--- src/rtl/flash_access_arbiter_if.sv ---
// rtl/flash_access_arbiter_if.sv - client and flash-controller signal bundle for the flash access arbiter
interface flash_access_arbiter_if #(
   parameter int ADDR_W = 22,
   parameter int DATA_W = 8
);
   logic              c0_req;
   logic              c0_wr;
   logic [ADDR_W-1:0] c0_addr;
   logic [DATA_W-1:0] c0_wdata;
   logic [DATA_W-1:0] c0_rdata;
   logic              c0_ack;
   logic              c1_req;
   logic              c1_wr;
   logic [ADDR_W-1:0] c1_addr;
   logic [DATA_W-1:0] c1_wdata;
   logic [DATA_W-1:0] c1_rdata;
   logic              c1_ack;
   logic              f_we;
   logic              f_oe;
   logic [ADDR_W-1:0] f_address;
   logic [DATA_W-1:0] f_wdata;
   logic [DATA_W-1:0] f_rdata;
   logic              f_ready;
   logic              busy;
   logic              grant;
   logic              error;

   modport slave (
      input  c0_req, c0_wr, c0_addr, c0_wdata,
      input  c1_req, c1_wr, c1_addr, c1_wdata,
      input  f_rdata, f_ready,
      output c0_rdata, c0_ack, c1_rdata, c1_ack,
      output f_we, f_oe, f_address, f_wdata,
      output busy, grant, error
   );

   modport master (
      output c0_req, c0_wr, c0_addr, c0_wdata,
      output c1_req, c1_wr, c1_addr, c1_wdata,
      output f_rdata, f_ready,
      input  c0_rdata, c0_ack, c1_rdata, c1_ack,
      input  f_we, f_oe, f_address, f_wdata,
      input  busy, grant, error
   );
endinterface

--- src/rtl/flash_access_arbiter.sv ---
// rtl/flash_access_arbiter.sv - round-robin arbiter sharing one byte-wide flash controller between two clients
module flash_access_arbiter #(
   parameter int ADDR_W  = 22,
   parameter int DATA_W  = 8,
   parameter int TIMEOUT = 1023
) (
   input  logic                  clk,
   input  logic                  rst,
   flash_access_arbiter_if.slave bus
);
   localparam logic [2:0] S_IDLE  = 3'd0;
   localparam logic [2:0] S_ISSUE = 3'd1;
   localparam logic [2:0] S_START = 3'd2;
   localparam logic [2:0] S_DONE  = 3'd3;
   localparam logic [2:0] S_ACK   = 3'd4;
   localparam logic [15:0] WDOG_LAST = 16'(TIMEOUT - 1);

   logic [2:0]        state_q, state_d;
   logic              grant_q, grant_d;
   logic              last_q, last_d;
   logic              wr_q, wr_d;
   logic              error_q, error_d;
   logic [ADDR_W-1:0] addr_q, addr_d;
   logic [DATA_W-1:0] wdata_q, wdata_d;
   logic [DATA_W-1:0] rdata0_q, rdata0_d;
   logic [DATA_W-1:0] rdata1_q, rdata1_d;
   logic [15:0]       wdog_q, wdog_d;
   logic              pick;
   logic              wdog_hit;

   assign pick     = (bus.c0_req && bus.c1_req) ? ~last_q : bus.c1_req;
   assign wdog_hit = (wdog_q == WDOG_LAST);

   always_comb begin
      state_d  = state_q;
      grant_d  = grant_q;
      last_d   = last_q;
      wr_d     = wr_q;
      error_d  = error_q;
      addr_d   = addr_q;
      wdata_d  = wdata_q;
      rdata0_d = rdata0_q;
      rdata1_d = rdata1_q;
      case (state_q)
         S_IDLE: begin
            if (bus.c0_req || bus.c1_req) begin
               grant_d = pick;
               wr_d    = pick ? bus.c1_wr    : bus.c0_wr;
               addr_d  = pick ? bus.c1_addr  : bus.c0_addr;
               wdata_d = pick ? bus.c1_wdata : bus.c0_wdata;
               state_d = S_ISSUE;
            end
         end
         S_ISSUE: begin
            if (bus.f_ready) state_d = S_START;
         end
         S_START: begin
            if (!bus.f_ready) begin
               state_d = S_DONE;
            end else if (wdog_hit) begin
               error_d = 1'b1;
               state_d = S_ACK;
            end
         end
         S_DONE: begin
            if (bus.f_ready) begin
               if (!wr_q && !grant_q) rdata0_d = bus.f_rdata;
               if (!wr_q &&  grant_q) rdata1_d = bus.f_rdata;
               state_d = S_ACK;
            end else if (wdog_hit) begin
               error_d = 1'b1;
               state_d = S_ACK;
            end
         end
         S_ACK: begin
            last_d  = grant_q;
            state_d = S_IDLE;
         end
         default: state_d = S_IDLE;
      endcase
   end

   // The watchdog only runs while waiting on the controller's ready edges after the strobe.
   always_comb begin
      wdog_d = wdog_q;
      if (state_d != state_q)
         wdog_d = '0;
      else if (state_q == S_START || state_q == S_DONE)
         wdog_d = wdog_q + 16'd1;
   end

   always_ff @(posedge clk or posedge rst) begin
      if (rst) begin
         state_q  <= S_IDLE;
         grant_q  <= 1'b0;
         last_q   <= 1'b1;
         wr_q     <= 1'b0;
         error_q  <= 1'b0;
         addr_q   <= '0;
         wdata_q  <= '0;
         rdata0_q <= '0;
         rdata1_q <= '0;
         wdog_q   <= '0;
      end else begin
         state_q  <= state_d;
         grant_q  <= grant_d;
         last_q   <= last_d;
         wr_q     <= wr_d;
         error_q  <= error_d;
         addr_q   <= addr_d;
         wdata_q  <= wdata_d;
         rdata0_q <= rdata0_d;
         rdata1_q <= rdata1_d;
         wdog_q   <= wdog_d;
      end
   end

   assign bus.f_we      = (state_q == S_ISSUE) && bus.f_ready &&  wr_q;
   assign bus.f_oe      = (state_q == S_ISSUE) && bus.f_ready && !wr_q;
   assign bus.f_address = addr_q;
   assign bus.f_wdata   = wdata_q;
   assign bus.c0_ack    = (state_q == S_ACK) && !grant_q;
   assign bus.c1_ack    = (state_q == S_ACK) &&  grant_q;
   assign bus.c0_rdata  = rdata0_q;
   assign bus.c1_rdata  = rdata1_q;
   assign bus.busy      = (state_q != S_IDLE);
   assign bus.grant     = grant_q;
   assign bus.error     = error_q;
endmodule

--- src/flat_wrapper.sv ---
// flat-port wrapper written by rule: the top's interface ports become plain ports
module flash_access_arbiter_flat 
#(
   parameter int ADDR_W  = 22,
   parameter int DATA_W  = 8,
   parameter int TIMEOUT = 1023
)
  (clk, rst, bus_c0_req, bus_c0_wr, bus_c0_addr, bus_c0_wdata, bus_c1_req, bus_c1_wr, bus_c1_addr, bus_c1_wdata, bus_f_rdata, bus_f_ready, bus_c0_rdata, bus_c0_ack, bus_c1_rdata, bus_c1_ack, bus_f_we, bus_f_oe, bus_f_address, bus_f_wdata, bus_busy, bus_grant, bus_error);
  flash_access_arbiter_if #(.ADDR_W(ADDR_W), .DATA_W(DATA_W)) bus_i ();
  input  logic clk;
  input  logic rst;
  input wire logic [$bits(bus_i.c0_req)-1:0] bus_c0_req;
  input wire logic [$bits(bus_i.c0_wr)-1:0] bus_c0_wr;
  input wire logic [$bits(bus_i.c0_addr)-1:0] bus_c0_addr;
  input wire logic [$bits(bus_i.c0_wdata)-1:0] bus_c0_wdata;
  input wire logic [$bits(bus_i.c1_req)-1:0] bus_c1_req;
  input wire logic [$bits(bus_i.c1_wr)-1:0] bus_c1_wr;
  input wire logic [$bits(bus_i.c1_addr)-1:0] bus_c1_addr;
  input wire logic [$bits(bus_i.c1_wdata)-1:0] bus_c1_wdata;
  input wire logic [$bits(bus_i.f_rdata)-1:0] bus_f_rdata;
  input wire logic [$bits(bus_i.f_ready)-1:0] bus_f_ready;
  output wire logic [$bits(bus_i.c0_rdata)-1:0] bus_c0_rdata;
  output wire logic [$bits(bus_i.c0_ack)-1:0] bus_c0_ack;
  output wire logic [$bits(bus_i.c1_rdata)-1:0] bus_c1_rdata;
  output wire logic [$bits(bus_i.c1_ack)-1:0] bus_c1_ack;
  output wire logic [$bits(bus_i.f_we)-1:0] bus_f_we;
  output wire logic [$bits(bus_i.f_oe)-1:0] bus_f_oe;
  output wire logic [$bits(bus_i.f_address)-1:0] bus_f_address;
  output wire logic [$bits(bus_i.f_wdata)-1:0] bus_f_wdata;
  output wire logic [$bits(bus_i.busy)-1:0] bus_busy;
  output wire logic [$bits(bus_i.grant)-1:0] bus_grant;
  output wire logic [$bits(bus_i.error)-1:0] bus_error;
  assign bus_i.c0_req = bus_c0_req;
  assign bus_i.c0_wr = bus_c0_wr;
  assign bus_i.c0_addr = bus_c0_addr;
  assign bus_i.c0_wdata = bus_c0_wdata;
  assign bus_i.c1_req = bus_c1_req;
  assign bus_i.c1_wr = bus_c1_wr;
  assign bus_i.c1_addr = bus_c1_addr;
  assign bus_i.c1_wdata = bus_c1_wdata;
  assign bus_i.f_rdata = bus_f_rdata;
  assign bus_i.f_ready = bus_f_ready;
  assign bus_c0_rdata = bus_i.c0_rdata;
  assign bus_c0_ack = bus_i.c0_ack;
  assign bus_c1_rdata = bus_i.c1_rdata;
  assign bus_c1_ack = bus_i.c1_ack;
  assign bus_f_we = bus_i.f_we;
  assign bus_f_oe = bus_i.f_oe;
  assign bus_f_address = bus_i.f_address;
  assign bus_f_wdata = bus_i.f_wdata;
  assign bus_busy = bus_i.busy;
  assign bus_grant = bus_i.grant;
  assign bus_error = bus_i.error;
  flash_access_arbiter #(.ADDR_W(ADDR_W), .DATA_W(DATA_W), .TIMEOUT(TIMEOUT)) u_core (.clk(clk), .rst(rst), .bus(bus_i));
endmodule
--- config.mk ---
export PLATFORM = sky130hd
export DESIGN_NAME = flash_access_arbiter_flat
export DESIGN_NICKNAME = d
export VERILOG_FILES = /design/src/rtl/flash_access_arbiter_if.sv /design/src/rtl/flash_access_arbiter.sv /design/src/flat_wrapper.sv
export SDC_FILE = /design/constraint.sdc
export NUM_CORES = 1
export LEC_CHECK = 0
export CAP_MARGIN = 10
export CORE_MARGIN = 2
export CORE_UTILIZATION = 25
export CTS_CLUSTER_DIAMETER = 120
export DETAILED_ROUTE_END_ITERATION = 7
export SLEW_MARGIN = 25
export SYNTH_ARGS = -nofsm -noshare
export SYNTH_HDL_FRONTEND = slang
export SYNTH_SLANG_ARGS = --single-unit
--- constraint.sdc ---
create_clock -name clk -period 3.7 [get_ports clk]
set_input_delay 1.11 -clock clk [delete_from_list [all_inputs] [get_ports clk]]
set_output_delay 1.11 -clock clk [all_outputs]
set_load 0.02 [all_outputs]
# [Word level (Yosys, flattened, before mapping)]
# Index checks and enable logic that the tools add are counted.
[totals] ff_bits=69 latch_bits=0 mem_bits_rw=0 romBits=0 input_bits=75 out_inout_bits=53 word_cells=56 memories=0
[op_classes] add_sub_neg=1 n_mul=0 div_mod_pow=0 order_cmp=0 n_eq_ne=8 shift=0 n_mux=16 n_bitwise=1 n_reduce_logical=20
[op_table] cell="$mux W16" count=2
[op_table] cell="$mux W22" count=1
[op_table] cell="$add A16 B1 Y16 const B" count=1
[op_table] cell="$eq A16 B10 Y1 const B" count=1
[op_table] cell="$mux W3" count=5
[op_table] cell="$pmux W3 S4" count=1
[op_table] cell="$reduce_and A3 Y1" count=3
[op_table] cell="$logic_and A1 B1 Y1" count=8
[op_table] cell="$mux W8" count=1
[op_table] cell="$eq A3 B2 Y1 const B" count=2
[op_table] cell="$mux W1" count=5
[op_table] cell="$ne A2 B2 Y1 const B" count=2
[op_table] cell="$reduce_bool A2 Y1" count=2
[op_table] cell="$eq A3 B1 Y1 const B" count=1
[op_table] cell="$eq A3 B3 Y1 const B" count=1
[op_table] cell="$logic_not A3 Y1" count=1
[op_table] cell="$ne A3 B3 Y1" count=1
[op_table] cell="$reduce_bool A3 Y1" count=1
[op_table] cell="$logic_not A1 Y1" count=2
[op_table] cell="$logic_or A1 B1 Y1" count=2
[op_table] cell="$pmux W1 S2" count=1
[op_table] cell="$reduce_and A2 Y1" count=1
[op_table] cell="$not A1 Y1" count=1

# [Logic depth before layout (Yosys ltp)]
# Gate-level depths: netlist of the first run.
[depth] depth_word=6 depth_mapped=7 ltp_nobuf=6

# [Least setup slack after synthesis of the first run]
# Ideal clock, no wire load.
[synth_timing] path_kind="input to output" start="input bus_f_ready" end="output bus_f_we" arrival_ns=2.204 t_required_ns=2.590 slack_ns=0.386 cell_stages=3 path_buffers=1 cell_sequence="clkbuf_2 > nand2_1 > nor4b_1"
[synth_between] elab_chain_len=2
[synth_rtl] item="start: declaration" line_no="flat_wrapper.sv:21" text="input wire logic [$bits(bus_i.f_ready)-1:0] bus_f_ready;"
[synth_rtl] item="$logic_and A1 B1 Y1 (2 in a row)" line_no="flash_access_arbiter.sv:118" text="assign bus.f_we = (state_q == S_ISSUE) && bus.f_ready && wr_q;"
[synth_rtl] item="end: declaration" line_no="flat_wrapper.sv:26" text="output wire logic [$bits(bus_i.f_we)-1:0] bus_f_we;"
# Every way passes these cells.

# [Worst setup path in the final report of the first run]
# Ends and elaborated chain as after synthesis.

==> results of run 1 <==
power breakdown:
part,switching (mW),total [mW],internal (mW)
clock network,0.321,0.996,0.675
registers,0.218,1.26,1.04
logic,0.836,1.63,0.792
synth_stat cells (all sizes together):
library cell	number	area, um2
o41ai	2	17.5
a211oi	1	7.51
mux2i	31	310
buf	13	70.1
o31ai	2	15.0
nand3	5	25.0
ha	2	25.0
nor2b	1	6.26
and4	2	17.5
a22o	1	8.76
dfstp	1	26.3
nor2	41	161
nand3b	1	7.51
nor3	20	100
nand2	8	30.0
nand2b	1	13.8
dfrtp	68	1700
nor4b	5	73.8
or2	1	8.76
a21boi	1	11.3
nor4	8	65.1
a2111oi	1	8.76
a21o	1	7.51
xnor2	15	131
o21ai	1	5.00
mux2	16	180
inv	7	26.3
nand4	3	31.3
clkbuf	3	12.5
a21oi	34	170
and3	1	6.26
worst max-delay path, cell delays in order:
cell             delay [ns]
clkdlybuf4s50_1        0.48
nand2_1                0.09
nor4b_1                0.24
dlygate4sd2_1          0.37
flip-flops by register name, summed over array words and instances (netlist names):
| register | flops |
|---|---|
| u_core.bus.f_address | 22 |
| u_core.bus.grant | 1 |
| u_core.wdog_q | 16 |
| u_core.bus.c1_rdata | 8 |
| u_core.state_q | 3 |
| u_core.bus.c0_rdata | 8 |
| u_core.bus.error | 1 |
| u_core.wr_q | 1 |
| u_core.last_q | 1 |
| u_core.bus.f_wdata | 8 |
per-layer routing:
layer | GRT usage, % | vias to the layer above | share of wire [%]
met2 | 21.1 | 73 | 51
met5 | 0 | - | 0
met4 | 4.84 | 0 | 1.9
met3 | 5.21 | 11 | 7.2
li1 | - | 1310 | -
met1 | 13.7 | 1314 | 40
through the flow:
step	power (mW)	cell area [um2]	hold slack [ns]	instances	utilization [%]
final	3.88	5100	0.480	603	40.1
after global routing	4.13	5100	0.520	603	40.1
after CTS	3.94	5090	0.480	603	40.0
after detailed placement	2.92	4750	0.469	587	37.3
after global placement	2.89	4750	0.455	587	37.3
after floorplan	2.15	3280	0.500	297	-
timing repair:
| action | CTS | global route |
|---|---|---|
| endpoints found under the setup margin | 1 | 1 |
| resized for setup | 1 | 1 |
| pin swaps | 0 | 0 |
area by class of cell:
cell class	count	area [um2]	area share [%]
flip-flops and latches	69	1730	33.9
clock buffers	10	239	4.69
clock inverters	6	110	2.16
well taps	172	215	4.22
repair buffers	134	1330	26.0
inverters	7	26.3	0.516
multi-input cells	205	1450	28.5
worst max-delay path by stage:
stage                 from  cells past startpoint       end
6_report       bus_f_ready                      4  bus_f_we
5_1_grt        bus_f_ready                      4  bus_f_we
4_1_cts        bus_f_ready                      4  bus_f_oe
3_5_place_dp   bus_f_ready                      4  bus_f_we
3_3_place_gp   bus_f_ready                      4  bus_f_we
2_1_floorplan  bus_f_ready                      3  bus_f_we
cell families after synthesis:
kind of cell,count (synthesis),synth area share [%]
compound gates,44,7.66
flops,69,52.6
fa+ha+maj,2,0.762
xor+xnor,15,4.00
buf+inv,23,3.32
simple gates,97,16.7
mux,47,14.9
==> results_dict.tcl, run 1 <==
set metrics [dict create \
    hold_path_depth 2 \
    cts-htree-levels 3 \
    syn_area_per_cell_um2 11.1 \
    floorplan.initialDensity_pct 25.8 \
    synth_area_mm2 0.00328 \
    firstDrtPassIters 4 \
    cts_buffer_depth 2 \
    grt_pass1_vias 2863 \
    hold_buffers 0 \
    via_per_inst 4.49 \
    seq_area_frac_synth_pct 52.6 \
    drive_above_1_share_pct 11.6 \
    grt_pass1_wl_mm 14.0 \
    skew_ns 0.00559 \
    power_density_mw_per_mm2 762 \
    overflow 0 \
    drtIter0Drc 97 \
    ff2ff_setup_slack_ns 1.58 \
    coreArea_mm2 0.0127 \
    critPathKind "in -> out" \
    synthCells 297 \
    post_cts_buffers 0 \
    slew_violations 0 \
    wl_per_cell_um 13.9 \
    r2r_start "u_core.wdog_q[0]" \
    drc 0 \
    fillers 1277 \
    setup_viol_count_final 0 \
    rsz0062_at_grt "no" \
    ios 128 \
    clk_pin_slew_ns 0.05 \
    r2r_cells 6 \
    worstMarginPinSlew_ns 0.811 \
    hold_violations 0 \
    period_share_pct 91.8 \
    period_needed_ns 3.40 \
    hp-start "u_core.bus.error" \
    cts_tree "yes" \
    hold_class "reg -> reg" \
    cp_max_fo 3 \
    drv_cap 0 \
    n_antenna_cell 0 \
    status "completed" \
    antenna_found_initial 0 \
    portBuffers 127 \
    grt_usage_pct 12.4 \
    cts-root-buf "clkbuf_16" \
    ant_nets 0 \
    worstPathRequired_ns 2.59 \
    numCtsBuffers 9 \
    setup_slack_ns 0.304 \
    dp_slack_ns 0.00902 \
    rows 41 \
    die-area_mm2 0.0141 \
    vias 2708 \
    routed_wl_mm 8.41 \
    syn_to_final_growth_pct 55.3 \
    worstPathArrival_ns 2.29 \
    die_x_um 119 \
    grt_max_degree 61 \
    tns_ns 0 \
    die_h_um 119 \
    clock_latency_ns 0.33 \
    dp_hpwl_mm 6.25 \
    final_net_count 503 \
    ys_ff_latch 69 \
    peakVddDrop_mv 0.368 \
    cts.sinks 69 \
    gp_congestion 0.798 \
    syn_nets 374 \
    power.static_leakage_nw 2.08 \
    max_freq_mhz 294 \
    rr_endpoint "u_core.wdog_q[1]" \
    endpoint_kind "output pin" \
    hold_end "u_core.bus.error" \
    mostFrequentLayoutCells "125 x clkdlybuf4s50_1, 68 x dfrtp_1, 40 x nor2_1, 34 x a21oi_1, 31 x mux2i_1" \
    synth-warning-count 0 \
    synth_cell_types 38 \
    final_common_cell "clkdlybuf4s50_1" \
    relSlewSlack_pct 45.7 \
    worstSetupStartpointType "input pin" \
]
(Power assumes the default switching activity.)
==> run 2: changes to the inputs <==
--- a/config.mk
+++ b/config.mk
@@ -7,9 +7,11 @@
 export LEC_CHECK = 0
 export CAP_MARGIN = 10
 export CORE_MARGIN = 2
-export CORE_UTILIZATION = 25
+export CORE_UTILIZATION = 47
 export CTS_CLUSTER_DIAMETER = 120
 export DETAILED_ROUTE_END_ITERATION = 7
+export PLACE_DENSITY = 0.85
+export RECOVER_POWER = 100
 export SLEW_MARGIN = 25
 export SYNTH_ARGS = -nofsm -noshare
 export SYNTH_HDL_FRONTEND = slang
==> run 2 against run 1 <==
  * The run now ends with max-capacitance violations, max-slew violations left
  * Utilization grew 30 points
  * Routed wire length shrank 5.7%
  * Clock power shrank 37%
  * Count of clock-buffer cells in the layout shrank 1
  * First-iteration DRC count grew 53%
  * Non-clock buffer count is the same
  * Design area shrank 6.0%
  * Setup slack lost 0.13 ns
  * Sequential power is essentially flat
  * Critical path type unchanged
  * Critical endpoint unchanged
  * Largest cell class unchanged
  * Highest routed layer unchanged
==> results_dict.tcl, run 2 (synthesis results as in run 1) <==
set metrics [dict create \
    worstPathRequired_ns 2.59 \
    hold_violations 0 \
    via_per_inst 5.16 \
    n_antenna_cell 0 \
    combinationalPowerShare_pct 45.0 \
    overflow 0 \
    numPlacedInstances 511 \
    die_x_um 87.6 \
    final_common_cell "clkdlybuf4s50_1" \
    cts-htree-levels 3 \
    period_share_pct 95.3 \
    mostFrequentLayoutCells "71 x clkdlybuf4s50_1, 68 x dfrtp_1, 54 x dlygate4sd3_1, 41 x nor2_1, 34 x a21oi_1" \
    drtIter0Drc 148 \
    tns_ns 0 \
    clock_latency_ns 0.35 \
    hold_buffers 0 \
    portBuffers 127 \
    dp_hpwl_mm 5.87 \
    setup_viol_count_final 0 \
    cp_max_fo 3 \
    dp_slack_ns -0.0445 \
    grt_max_degree 70 \
    worstSetupStartpointType "input pin" \
    skew_ns 0.00874 \
    grt_pass1_wl_mm 12.9 \
    hold_end "u_core.bus.error" \
    p_sw_mw 1.34 \
    cts-root-buf "clkbuf_8" \
    critPathKind "in -> out" \
    worstMarginPinSlew_ns 1.73 \
    coreArea_mm2 0.00679 \
    setup_slack_ns 0.173 \
    numCtsBuffers 9 \
    routed_wl_mm 7.93 \
    rsz0062_at_grt "no" \
    ios 128 \
    drc 0 \
    power_density_mw_per_mm2 706 \
    hp-start "u_core.bus.error" \
    cts_tree "yes" \
    cts.sinks 69 \
    final_net_count 503 \
    worstPathArrival_ns 2.42 \
    antenna_found_initial 0 \
    drv_cap 3 \
    die_h_um 87.6 \
    hold_class "reg -> reg" \
    postPlaceCellArea_mm2 0.00468 \
    seqPwrFrac_pct 36.3 \
    floorplan.initialDensity_pct 48.3 \
    relSlewSlack_pct -15.5 \
    cts_buffer_depth 2 \
    syn_to_final_growth_pct 46.0 \
    fillers 516 \
    fin_area_mm2 0.00479 \
    firstDrtPassIters 4 \
    r2r_cells 6 \
    rows 30 \
    p_int_mw 2.05 \
    clkPwrFrac_pct 18.7 \
    clk_pin_slew_ns 0.08 \
    slew_violations 104 \
    grt_usage_pct 21.9 \
    largest_reg_flops 22 \
    wl_per_cell_um 15.0 \
    die-area_mm2 0.00767 \
    vias 2720 \
    period_needed_ns 3.53 \
    drive_above_1_share_pct 9.28 \
    ant_nets 0 \
    power.static_leakage_nw 1.97 \
    violations "max-capacitance violations, max-slew violations" \
    r2r_start "u_core.state_q[1]" \
    peakVddDrop_mv 0.457 \
    power_switching_share_pct 39.5 \
    status "complete, but fails checks" \
    grt_pass1_vias 2755 \
    hold_path_depth 2 \
    endpoint_kind "output pin" \
    stdcell_count 527 \
    ff2ff_setup_slack_ns 0.75 \
    gp_congestion 0.795 \
    rr_endpoint "u_core.bus.f_address[8]" \
    max_freq_mhz 283 \
    p_total_mw 3.38 \
]
==> run 2: changes by cell type in the layout (fill, tap and decap cells not counted), moves of 3 or more <==
cell / previous run / this run
clkbuf_1: 0 / 5
dlygate4sd3_1: 0 / 54
clkbuf_16: 9 / 0
clkdlybuf4s50_1: 125 / 71
buf_4: 7 / 1
inv_6: 0 / 3
clkbuf_8: 1 / 9
==> run 2: power by group through the flow <==
stage | logic (mW) | clock network [mW] | registers [mW]
finish | 1.52 | 0.632 | 1.23
global placement | 1.63 | 0 | 1.25
floorplan | 0.652 | 0 | 1.50
detailed placement | 1.67 | 0 | 1.27
CTS | 1.68 | 0.646 | 1.25
global route | 1.66 | 0.668 | 1.27
==> run 2: final cells by class <==
| type | instances | area [um2] | area share (%) |
|---|---|---|---|
| flip-flops and latches | 69 | 1730 | 36.1 |
| inverters | 7 | 26.3 | 0.548 |
| well taps | 96 | 120 | 2.51 |
| clock inverters | 7 | 80.1 | 1.67 |
| multi-input cells | 205 | 1400 | 29.3 |
| clock buffers | 9 | 124 | 2.59 |
| repair buffers | 134 | 1310 | 27.4 |
==> run 2: stage by stage <==
step	hold WS (ns)	util [%]
2_1_floorplan	0.500	-
3_3_place_gp	0.459	68.8
3_5_place_dp	0.460	68.8
4_1_cts	0.477	71.8
5_1_grt	0.519	70.5
6_report	0.468	70.5
==> run 2: repair_timing <==
action                     4_1_cts  5_1_grt
setup endpoints to repair        1        1
setup buffers                    0        0
pin swaps                        0        0
gates resized for setup          1        1
==> run 2: critical path: stages <==
cell	delay, ns
dlygate4sd3_1	0.55
nand2_1	0.08
nor4b_1	0.28
dlygate4sd2_1	0.39
==> run 2: worst max path at each step <==
stage                            from  cells after the start       end  slack, ns
after floorplan           bus_f_ready                      3  bus_f_we       0.39
after global placement    bus_f_ready                      4  bus_f_we       0.03
after detailed placement  bus_f_ready                      4  bus_f_we      -0.04
after CTS                 bus_f_ready                      4  bus_f_oe       0.06
after global routing      bus_f_ready                      4  bus_f_we       0.09
final                     bus_f_ready                      4  bus_f_we       0.17
==> run 2: per-layer routing <==
layer / up-vias / track usage (%) / share of wire (%)
met5: - / 0 / 0
met4: 0 / 9.51 / 1.8
li1: 1316 / - / -
met1: 1304 / 25.7 / 39
met3: 11 / 7.26 / 7.8
met2: 89 / 36.8 / 51
==> run 3: changes to the inputs <==
--- a/config.mk
+++ b/config.mk
@@ -5,6 +5,7 @@
 export SDC_FILE = /design/constraint.sdc
 export NUM_CORES = 1
 export LEC_CHECK = 0
+export ABC_CLOCK_PERIOD_IN_PS = 3700
 export CAP_MARGIN = 10
 export CORE_MARGIN = 2
 export CORE_UTILIZATION = 47
==> results of run 3 <==
The final DEF is identical to that of run 2; final timing and power are the same.
